[src/rtl/ras_call_return_decoder.sv]
// Fetch-side decoder for the return address stack: registers each instruction and issues one push/pop per jal/jr $31.
// Optional RAS_DEC_JALR_EN macro: also treats jalr with rd=31 as a call.
module ras_call_return_decoder #(
  parameter int unsigned DEPTH     = 8,
  parameter logic [31:0] RA_OFFSET = 32'd8
) (
  input  logic                     clk,
  input  logic                     resetn,
  input  logic                     in_valid,
  input  logic [31:0]              in_pc,
  input  logic [31:0]              in_instr,
  input  logic                     stall,
  input  logic                     flush,
  input  logic [31:0]              ras_target_pc,
  output logic [1:0]               ras_type,
  output logic [31:0]              ras_next_pc,
  output logic                     out_valid,
  output logic [31:0]              out_pc,
  output logic                     pred_valid,
  output logic [31:0]              pred_target,
  output logic [$clog2(DEPTH):0]   depth
);

  localparam int unsigned DW = $clog2(DEPTH) + 1;
  localparam logic [DW-1:0] DEPTH_MAX = DW'(DEPTH);

  typedef enum logic [1:0] {
    RAS_NONE = 2'b00,
    RAS_PUSH = 2'b01,
    RAS_POP  = 2'b10
  } ras_cmd_t;

  typedef enum logic [1:0] {
    CLS_OTHER,
    CLS_CALL,
    CLS_CALL_R,
    CLS_RET
  } instr_class_t;

  logic [31:0]  instr_q;
  logic         fire;
  instr_class_t cls;
  ras_cmd_t     cmd;

  logic [5:0] op;
  logic [5:0] funct;
  logic [4:0] rs;

  assign op    = instr_q[31:26];
  assign funct = instr_q[5:0];
  assign rs    = instr_q[25:21];

  // Flush wins over stall; only valid is cleared, pc/instr are don't-care once invalid.
  always_ff @(posedge clk) begin
    if (!resetn) begin
      out_valid <= 1'b0;
      out_pc    <= '0;
      instr_q   <= '0;
    end else if (flush) begin
      out_valid <= 1'b0;
    end else if (!stall) begin
      out_valid <= in_valid;
      out_pc    <= in_pc;
      instr_q   <= in_instr;
    end
  end

`ifdef RAS_DEC_JALR_EN
  logic [4:0] rd;
  logic       instr_unused;
  assign rd           = instr_q[15:11];
  assign instr_unused = ^{instr_q[20:16], instr_q[10:6]};
`else
  logic instr_unused;
  assign instr_unused = ^{instr_q[20:6]};
`endif

  always_comb begin
    cls = CLS_OTHER;
    if (op == 6'b000011) begin
      cls = CLS_CALL;
    end else if (op == 6'b000000) begin
      if (funct == 6'b001000 && rs == 5'd31) begin
        cls = CLS_RET;
      end
`ifdef RAS_DEC_JALR_EN
      else if (funct == 6'b001001 && rd == 5'd31) begin
        cls = CLS_CALL_R;
      end
`endif
    end
  end

  // Gating with resetn keeps a still-valid stage from issuing a command during the reset cycle.
  assign fire = resetn & out_valid & ~stall & ~flush;

  always_comb begin
    cmd = RAS_NONE;
    if (fire) begin
      case (cls)
        CLS_CALL, CLS_CALL_R: cmd = RAS_PUSH;
        CLS_RET:              cmd = RAS_POP;
        default:              cmd = RAS_NONE;
      endcase
    end
  end

  assign ras_type    = cmd;
  assign ras_next_pc = out_pc + RA_OFFSET;
  assign pred_valid  = fire && (cls == CLS_RET) && (depth != '0);
  assign pred_target = ras_target_pc;

  always_ff @(posedge clk) begin
    if (!resetn) begin
      depth <= '0;
    end else if (cmd == RAS_PUSH) begin
      if (depth != DEPTH_MAX) depth <= depth + DW'(1);
    end else if (cmd == RAS_POP) begin
      if (depth != '0) depth <= depth - DW'(1);
    end
  end

endmodule

[config.mk]
export PLATFORM = sky130hd
export DESIGN_NAME = ras_call_return_decoder
export DESIGN_NICKNAME = d
export VERILOG_FILES = /design/src/rtl/ras_call_return_decoder.sv
export SDC_FILE = /design/constraint.sdc
export NUM_CORES = 1
export LEC_CHECK = 0
export ABC_CLOCK_PERIOD_IN_PS = 2550
export BUFFER_PORTS_ARGS = -buffer_cell sky130_fd_sc_hd__buf_2
export CAP_MARGIN = 20
export CORE_MARGIN = 4
export CORE_UTILIZATION = 39
export CTS_BUF_LIST = sky130_fd_sc_hd__clkbuf_2 sky130_fd_sc_hd__clkbuf_4 sky130_fd_sc_hd__clkbuf_8
export CTS_CLUSTER_DIAMETER = 40
export DETAILED_ROUTE_END_ITERATION = 10
export GPL_TIMING_DRIVEN = 0
export HOLD_SLACK_MARGIN = 0.08
export PLACE_DENSITY_LB_ADDON = 0.1
export SYNTH_ARGS = -nofsm -noshare
export SYNTH_HDL_FRONTEND = slang
export SYNTH_SLANG_ARGS = --single-unit
[constraint.sdc]
create_clock -name clk -period 2.55 [get_ports clk]
set_input_delay 0.765 -clock clk [delete_from_list [all_inputs] [get_ports clk]]
set_output_delay 0.765 -clock clk [all_outputs]
set_load 0.05 [all_outputs]
==> impl_results.md, run 1 <==
* First-pass GRT wire length at around 13000 um
* Post-Synth Adder-Cell Area at 0.0192
* DRC violations left at 0
* Die Ht at around 96 um
* Wire length per cell at roughly 13 um
* Crit end category: output port
* Post-Synth XOR/XNOR Area at 0.0849
* Final instance area at 0.00479 sq mm
* Fin crit period at 2.72 ns
* Clk root buf: clkbuf_8
* Placed cell areas at 0.00431 sq mm
* Worst-Skew Late Latency at between 0.3 and 0.4 ns
* Fin util at 0.650
* Via count at between 3000 and 4000
* Most frequent CP cell: buf_6
* Kind of critical path: reg -> out
* Synthesized area per cell at roughly 8 sq um
* Die W at between 90 and 100 um
* Die area at 0.00914 sq mm
* Hold Crit Start: instr_q[25]
* Rows at 31
* Number of max-cap violations at 0
* Starting density of the core at 0.406
* Clk sinks at 54
* Flop2flop setup slack at 0.37 ns
* Core Region at 0.00737 sq mm
* Setup violators final at 15
* Layout Nets at 655
* Initial antenna violation count at 0
* Vias in the first global route at approximately 2800
* Total grt overflow at 0
* Distinct cell type count after synthesis at 38
* Worst vdd ir at about 0.24 mV
* Seq cells post-synth at 54
* Min-Delay Endpoint: instr_q[25]
* Worst path slowest cell: dfxtp_4
* Commonest non-fill, non-tap cell in the layout: buf_2
* Synth Cell Area at 0.00299 sq mm
* Pin count of the biggest net entering global routing at 18
* Synth warnings at 0
* GP Congestion at between 0.7 and 0.8
* Remaining antenna violation count at 0
* R2R Path End: depth[3]
* Min-delay worst type: reg -> reg
* Hold Path Stages at 2
* Worst Clk Skew at 0.00626 ns
* Worst setup margin at -0.170 ns
* Routed wire length at approximately 8400 um
* CTS tree: yes
* Worst r2r path cells at 9
* Period utilisation layout at 1.07
* Status: finished, violations left
* Worst-path cell chain: and4_4, nand3_4, nor3_4, buf_6, nand4_1, xnor2_4, buf_6
* RSZ-0062 raised after global routing: yes
* Required time worst endpoint at between 1.5 and 2 ns
* IO Pins at 205
* Worst Path Arrival at 1.95 ns
* DRT Pass-1 Iters at 4
* Synth Area in Simple Gates at 0.265
* Initial DRC Count at 114
* Register area share after synthesis at 0.361
* Largest family of logic cells by synthesized area: simple AND/OR/NAND/NOR gates
* Critical R2R Launch: instr_q[31]
* Buffers on Ports at approximately 160
* Net Count, Synth at 472
* Via/cell ratio at 4.67
* Commonest non-fill, non-tap cells in the layout: 137 x buf_2, 106 x nand2_1, 57 x buf_4
* DPL Wire Length at 6680 um
* Worst-path clk slew at 0.10 ns
* GRT Total Usage at 0.175
* Layout area overhead at 60.0%
* Antenna diodes at 0
* Lkg Pwr at 2.27 nW
* CP Max Fanout at 5
* CTS buffer count at 5
* Fmax achieved at 368 MHz
* CP max stage delay at 0.36 ns
* Synth Area in Compound Gates at 0.147
* Tightest Pin Transition at 0.634 ns
* CTS max path bufs at 2
* Fraction of synthesized area in multiplexers at 0.00669
* Failing checks: negative setup slack
* H-tree depth at 2
* Synth Instances at 367
* Pwr per Cell Area at 415 mW/mm^2
* Fin. max-slew vios at 0
* Worst slew margin at 0.573
* Final-report hold violation count at 0
* Crit path launch type: register
* Share of cells above drive strength 1 at 0.548
==> metal layers <==
metal	up-vias	GRT usage	routed length, um
li1	1555	-	-
met1	1378	0.215	3420
met2	98	0.323	4390
met3	3	0.0355	569
met4	0	0.0178	22
met5	-	0	0
==> Yosys cell counts <==
cell type	number	area share
nand3_1	7	0.012
nor2_1	9	0.011
a21o_1	1	0.0025
xnor2_1	23	0.067
and4bb_2	1	0.0042
ha_1	3	0.013
nor4b_4	2	0.016
clkbuf_1	14	0.018
and2_0	1	0.0021
fa_1	1	0.0067
dfxtp_1	54	0.36
nor2b_1	2	0.0042
nor4b_2	1	0.0050
nor3_1	3	0.0050
mux2i_1	2	0.0067
nand2_1	111	0.14
nor3b_1	1	0.0025
nand4_1	10	0.021
o211a_1	2	0.0067
a211o_1	1	0.0029
nor3_2	2	0.0067
o32ai_2	1	0.0054
buf_4	36	0.090
xor2_1	6	0.018
or2_2	2	0.0042
and2_1	2	0.0042
nor4_1	2	0.0042
nand2_2	1	0.0021
a21boi_0	49	0.12
a21oi_1	2	0.0033
buf_2	3	0.0050
o41ai_1	1	0.0029
nand4b_1	1	0.0029
inv_1	3	0.0038
nor4b_1	1	0.0029
nand3_2	1	0.0033
and3_1	3	0.0063
and4_1	2	0.0059
==> sequential cells by signal, summed over array words and instances, names as in the netlist <==
signal	cells
instr_q	17
out_valid	1
out_pc	32
depth	4
==> repair_timing <==
item | 4_1_cts | 5_1_grt
hold buffers | 0 | 0
buffers inserted | 15 | 6
pin swaps | 19 | 14
setup endpoints to repair | 22 | 23
cloned | 0 | 0
resized for setup | 53 | 22
==> power breakdown <==
part / switching, mW / leakage, nW / internal, mW
registers: 0.0418 / 0.455 / 0.871
logic: 0.384 / 1.77 / 0.201
clock network: 0.295 / 0.0441 / 0.194
==> worst max path at each step <==
stage	slack (ns)	to	start	cells past startpoint
4_1_cts	-0.19	ras_next_pc[24]	out_pc[6]	7
6_report	-0.17	ras_next_pc[24]	out_pc[6]	7
5_1_grt	-0.29	ras_next_pc[31]	out_pc[14]	6
3_3_place_gp	-0.27	depth[3]	stall	9
2_1_floorplan	-0.11	ras_next_pc[31]	out_pc[6]	5
3_5_place_dp	-0.29	depth[3]	stall	9
==> kinds of logic (layout without fill, tap and decap cells) <==
group / Yosys count / in the layout
DFF: 54 / 54
and+or+nand+nor: 165 / 165
xor gates and xnor gates: 29 / 29
adders and majority gates: 4 / 4
muxes: 2 / 2
AOI/OAI and AO/OA: 57 / 57
buffers and inverters: 56 / 240
==> metrics by stage <==
step | TNS, ns | worst slack, ns | std cells | hold WS [ns] | total power [mW]
after global routing | -3.10 | -0.292 | 650 | 0.486 | 2.08
after CTS | -1.90 | -0.193 | 645 | 0.470 | 2.00
after detailed placement | -1.33 | -0.289 | 622 | 0.456 | 1.49
final | -1.46 | -0.170 | 650 | 0.466 | 1.99
after global placement | -1.20 | -0.270 | 622 | 0.449 | 1.49
after floorplan | -0.303 | -0.111 | 367 | 0.439 | 1.35
==> final cells by class <==
class	instances	area, sq um
Fill cell	678	2580
Tap cell	99	124
Buffer	52	338
Multi-Input combinational cell	257	2010
Timing Repair Buffer	177	1070
Clock inverter	3	21.3
Clock buffer	5	68.8
Inverter	3	11.3
Sequential cell	54	1150
==> worst max-delay path, delay by kind of cell, from the launching register on <==
family                    cells  cell delay [ns]
xor gates and xnor gates      1             0.19
DFF                           1             0.36
buffers and inverters         2             0.32
and+or+nand+nor               4             0.78
Note: power is estimated with default switching activity, not from simulation.
==> run 2, diff against run 1 <==
- MAX_ROUTING_LAYER: not set -> met4
==> impl_results.md, run 2 (synthesis gave the netlist of run 1 again) <==
* R2R Path End: depth[3]
* DPL Wire Length at 6680 um (unchanged)
* Routed wire length at 8390 um (-0.12%)
* Flop2flop setup slack at 0.38 ns (about the same)
* Leading registers by flop count: out_pc (32), instr_q (17), depth (4)
* Via count at 3028 (-0.20%)
* Tightest Pin Transition at 0.634 ns (-0.000000179 ns)
* Worst r2r path cells at 9 (unchanged)
* Required time worst endpoint at 1.79 ns (about the same)
* Hold Path Stages at 2 (unchanged)
* Die W at 95.6 um (unchanged)
* Min-delay worst type: reg -> reg
* Status: finished, violations left
* Critical R2R Launch: instr_q[31]
* Buffers on Ports at 156 (unchanged)
* Commonest non-fill, non-tap cells in the layout: 137 x buf_2, 106 x nand2_1, 57 x buf_4
* Fin. max-slew vios at 0 (unchanged)
* DRC violations left at 0 (unchanged)
* Die area at 0.00914 sq mm (unchanged)
* Register area at 0.00115 sq mm (unchanged)
* Vias in the first global route at 2800 (+0.39%)
* Hold Crit Start: instr_q[25]
* Initial DRC Count at 113 (-0.88%)
* RSZ-0062 raised after global routing: yes
* Core Region at 0.00737 sq mm (unchanged)
* DRT Pass-1 Iters at 4 (unchanged)
* Clk sinks at 54 (unchanged)
* Pin count of the biggest net entering global routing at 18 (unchanged)
* Crit path launch type: register
* Wire length per cell at 12.9 um (-0.12%)
* Layout Nets at 655 (unchanged)
* Number of max-cap violations at 0 (unchanged)
* CTS buffer count at 5 (unchanged)
* Fin crit period at 2.72 ns (+0.00198 ns)
* Via/cell ratio at 4.66 (-0.20%)
* Final instance area at 0.00479 sq mm (unchanged)
* CTS tree: yes
* Initial antenna violation count at 0 (unchanged)
* GP Congestion at 0.794 (+1.4%)
* CTS max path bufs at 2 (unchanged)
* Placed cell areas at 0.00431 sq mm (unchanged)
* Commonest non-fill, non-tap cell in the layout: buf_2
* Failing checks: negative setup slack
* Filler cells at 678 (unchanged)
* Fmax achieved at 367 MHz (about the same)
* Starting density of the core at 0.406 (unchanged)
* Final-report hold violation count at 0 (unchanged)
* Rows at 31 (unchanged)
* GRT Total Usage at 0.180 (+0.00499)
* Worst-path cell chain: and4_4, nand3_4, nor3_4, nand4_1, xnor2_4, buf_6
* Min-Delay Endpoint: instr_q[25]
* Fin util at 0.650 (unchanged)
* Post-cts hold buffer count at 0 (unchanged)
* Worst slew margin at 0.573 (unchanged)
* Lkg Pwr at 2.27 nW (unchanged)
* Layout area overhead at 60.0% (unchanged)
* First-pass GRT wire length at 12900 um (about the same)
* Crit end category: output port
* Worst-path clk slew at 0.10 ns (about the same)
* Kind of critical path: reg -> out
* Dpl cells at 622 (unchanged)
* Worst path slowest cell: dfxtp_4
* Share of cells above drive strength 1 at 0.548 (unchanged)
* Period utilisation layout at 1.07 (about the same)
* Setup violators final at 15 (unchanged)
* Worst setup margin at -0.172 ns (-0.00198 ns)
* Pwr per Cell Area at 414 mW/mm^2 (-0.11%)
* Clk root buf: clkbuf_8
* IO Pins at 205 (unchanged)
* Worst-Skew Late Latency at 0.31 ns (about the same)
* CP Max Fanout at 5 (unchanged)
* Biggest register: out_pc
* H-tree depth at 2 (unchanged)
* Max reg flops at 32 (unchanged)
* Worst vdd ir at 0.237 mV (-0.42%)
* Antenna diodes at 0 (unchanged)
* Worst Clk Skew at 0.00635 ns (+0.0000847 ns)
* Die Ht at 95.6 um (unchanged)
* Total grt overflow at 0 (unchanged)
* Footprint of the multi-input gates at 0.00201 sq mm (unchanged)
* Remaining antenna violation count at 0 (unchanged)
* CP max stage delay at 0.35 ns (about the same)
* Fin cells at 650 (unchanged)
* Worst Path Arrival at 1.96 ns (about the same)
-- run 2: cell type report --
type | instances | area share
plain buffers | 52 | 0.0705
clock buffers | 5 | 0.0144
well taps | 99 | 0.0259
inverters | 3 | 0.00235
flip-flops and latches | 54 | 0.240
clock inverters | 3 | 0.00444
multi-input cells | 257 | 0.420
repair buffers | 177 | 0.223
-- run 2: timing repair --
action,in CTS,in global routing
pin swaps,19,14
gates resized for setup,53,22
buffers inserted,15,6
endpoints found under the setup margin,22,23
-- run 2: stage by stage --
stage	hold WS (ns)	total power, mW	setup TNS, ns	worst slack (ns)
finish	0.464	1.98	-1.47	-0.172
detailed placement	0.456	1.49	-1.33	-0.289
CTS	0.470	2.00	-1.90	-0.193
floorplan	0.439	1.35	-0.303	-0.111
global route	0.486	2.08	-3.10	-0.293
global placement	0.449	1.49	-1.20	-0.270
-- run 2: worst max-delay path by stage --
| stage | start | end | slack, ns | cells after the start |
|---|---|---|---|---|
| after floorplan | out_pc[6] | ras_next_pc[31] | -0.11 | 5 |
| after global placement | stall | depth[3] | -0.27 | 9 |
| after detailed placement | stall | depth[3] | -0.29 | 9 |
| after CTS | out_pc[6] | ras_next_pc[24] | -0.19 | 7 |
| after global routing | out_pc[14] | ras_next_pc[31] | -0.29 | 6 |
| final | out_pc[6] | ras_next_pc[30] | -0.17 | 6 |
-- run 2: critical path, delay by kind of cell (launching register included) --
family / cells / cell delay [ns]
flip-flops: 1 / 0.35
buffers and inverters: 1 / 0.17
XOR/XNOR: 1 / 0.22
AND/OR/NAND/NOR: 4 / 0.92
-- run 2: metal layers --
metal	wire [um]	part of all wire	global-route usage	vias up
li1	-	-	-	1556
met1	3420	0.41	0.218	1372
met2	4410	0.53	0.323	98
met3	535	0.064	0.0308	2
met4	22	0.0026	0.0178	0
met5	0	0	-	-
-- run 2: report_power, final --
group | total (mW) | switching, mW | internal (mW)
logic | 0.585 | 0.384 | 0.201
registers | 0.913 | 0.0418 | 0.871
clock network | 0.486 | 0.293 | 0.194
==> run 3, diff against run 2 <==
- RECOVER_POWER: not set -> 25
==> impl_results.md, run 3 (synthesis gave the netlist of run 1 again) <==
* Status: finished, violations left
* Failing checks: negative setup slack
* Vias in the first global route at 2800 (unchanged)
* GRT Total Usage at 0.180 (unchanged)
* First-pass GRT wire length at 12900 um (unchanged)
* CTS max path bufs at 2 (unchanged)
* Crit path launch type: register
* Worst setup margin at -0.178 ns (-0.00628 ns)
* Wire length per cell at 12.9 um (+0.29%)
* Worst Hold Margin at 0.465 ns (+0.00105 ns)
* Antenna diodes at 0 (unchanged)
* Share of cells above drive strength 1 at 0.543 (-0.00544)
* Die Ht at 95.6 um (unchanged)
* CTS buffer count at 5 (unchanged)
* Period utilisation layout at 1.07 (+0.00246)
* Via/cell ratio at 4.66 (about the same)
* Fin crit period at 2.73 ns (+0.00628 ns)
* Biggest register: out_pc
* Max reg flops at 32 (unchanged)
* DRT Pass-1 Iters at 4 (unchanged)
* Required time worst endpoint at 1.79 ns (about the same)
* DPL Wire Length at 6680 um (unchanged)
* Starting density of the core at 0.406 (unchanged)
* Worst slew margin at 0.573 (unchanged)
* Core Region at 0.00737 sq mm (unchanged)
* Clk sinks at 54 (unchanged)
* Total grt overflow at 0 (unchanged)
* Initial DRC Count at 113 (unchanged)
* Filler cells at 678 (unchanged)
* RSZ-0062 raised after global routing: yes
* Fin. max-slew vios at 0 (unchanged)
* GP Congestion at 0.794 (unchanged)
* Tightest Pin Transition at 0.634 ns (unchanged)
* Min-delay worst type: reg -> reg
* Lkg Pwr at 2.26 nW (-0.39%)
* Die W at 95.6 um (unchanged)
* Final-report hold violation count at 0 (unchanged)
* Worst Clk Skew at 0.00635 ns (+0.0000000300 ns)
* Register area at 0.00115 sq mm (unchanged)
* Critical R2R Launch: instr_q[31]
* Pin count of the biggest net entering global routing at 18 (unchanged)
* Crit end category: output port
* Worst Path Arrival at 1.96 ns (about the same)
* Start point of the critical path: out_pc[6]
* Layout area overhead at 59.9% (about the same)
* H-tree depth at 2 (unchanged)
* IO Pins at 205 (unchanged)
* Die area at 0.00914 sq mm (unchanged)
* Worst vdd ir at 0.237 mV (+0.10%)
* Via count at 3027 (-0.033%)
* Worst-Skew Late Latency at 0.31 ns (about the same)
* Hold Crit Start: instr_q[25]
* CP Max Fanout at 5 (unchanged)
* Number of max-cap violations at 0 (unchanged)
* Worst-path clk slew at 0.10 ns (about the same)
* Leading registers by flop count: out_pc (32), instr_q (17), depth (4)
* Layout Nets at 655 (unchanged)
* Fmax achieved at 367 MHz (-0.23%)
* Flop2flop setup slack at 0.38 ns (about the same)
* Clk root buf: clkbuf_8
* Initial antenna violation count at 0 (unchanged)
* Commonest non-fill, non-tap cells in the layout: 134 x buf_2, 106 x nand2_1, 57 x buf_4
* Setup violators final at 15 (unchanged)
* Routed wire length at 8410 um (+0.29%)
* DRC violations left at 0 (unchanged)
* Fin util at 0.649 (about the same)
* Commonest non-fill, non-tap cell in the layout: buf_2
* Remaining antenna violation count at 0 (unchanged)
* Rows at 31 (unchanged)
* Pwr per Cell Area at 415 mW/mm^2 (about the same)
* Post-cts hold buffer count at 0 (unchanged)
* Buffers on Ports at 156 (unchanged)
* Kind of critical path: reg -> out
* Footprint of the multi-input gates at 0.00201 sq mm (unchanged)
* CTS tree: yes
run 3: cell count changes in the layout (fill, tap and decap cells not counted):
cell      previous run  this run
buf_2              137       134
clkbuf_1            13        16
run 3: final cells by class:
| cell class | instances | share of cell area |
|---|---|---|
| Clock inverter | 3 | 0.00444 |
| Tap cell | 99 | 0.0259 |
| Timing Repair Buffer | 177 | 0.223 |
| Buffer | 52 | 0.0703 |
| Multi-Input combinational cell | 257 | 0.420 |
| Sequential cell | 54 | 0.240 |
| Clock buffer | 5 | 0.0144 |
| Inverter | 3 | 0.00235 |
run 3: path summary, 6_finish.rpt:
check / endpoint / cells past startpoint
worst max-delay path: ras_next_pc[30] / 6
worst min-delay path: instr_q[25] / 2
worst max register to register: depth[3] / 9
worst min register to register: instr_q[25] / 2
run 3: metal layers:
layer  part of all wire  up-vias  wire [um]  global-route usage
met5                  0        -          0                   -
met2               0.52       97       4390               0.323
met4             0.0026        0         22              0.0178
li1                   -     1553          -                   -
met1               0.41     1375       3460               0.218
met3              0.064        2        542              0.0308
run 3: what timing repair did:
action	CTS	global route
gates resized for setup	53	22
setup buffers	15	6
setup endpoints to repair	22	23
pin swaps	19	14
run 3: power by group:
group	switching, mW	internal (mW)
clock network	0.293	0.194
logic	0.385	0.200
registers	0.0419	0.871
run 3: stage by stage:
step	instance area (sq um)	power (mW)	worst slack, ns	setup TNS (ns)	std cells
floorplan	3400	1.35	-0.111	-0.303	367
global placement	4310	1.49	-0.270	-1.20	622
detailed placement	4310	1.49	-0.289	-1.33	622
CTS	4700	2.00	-0.193	-1.90	645
global route	4790	2.08	-0.293	-3.24	650
finish	4790	1.98	-0.178	-1.50	650
run 3: critical path, cell delays in order, from the launching register on:
cell and delay [ns]:
dfxtp_4 0.36, and4_4 0.25, nand3_4 0.14, nor3_4 0.28, nand4_1 0.25, xnor2_4 0.22
buf_6 0.17
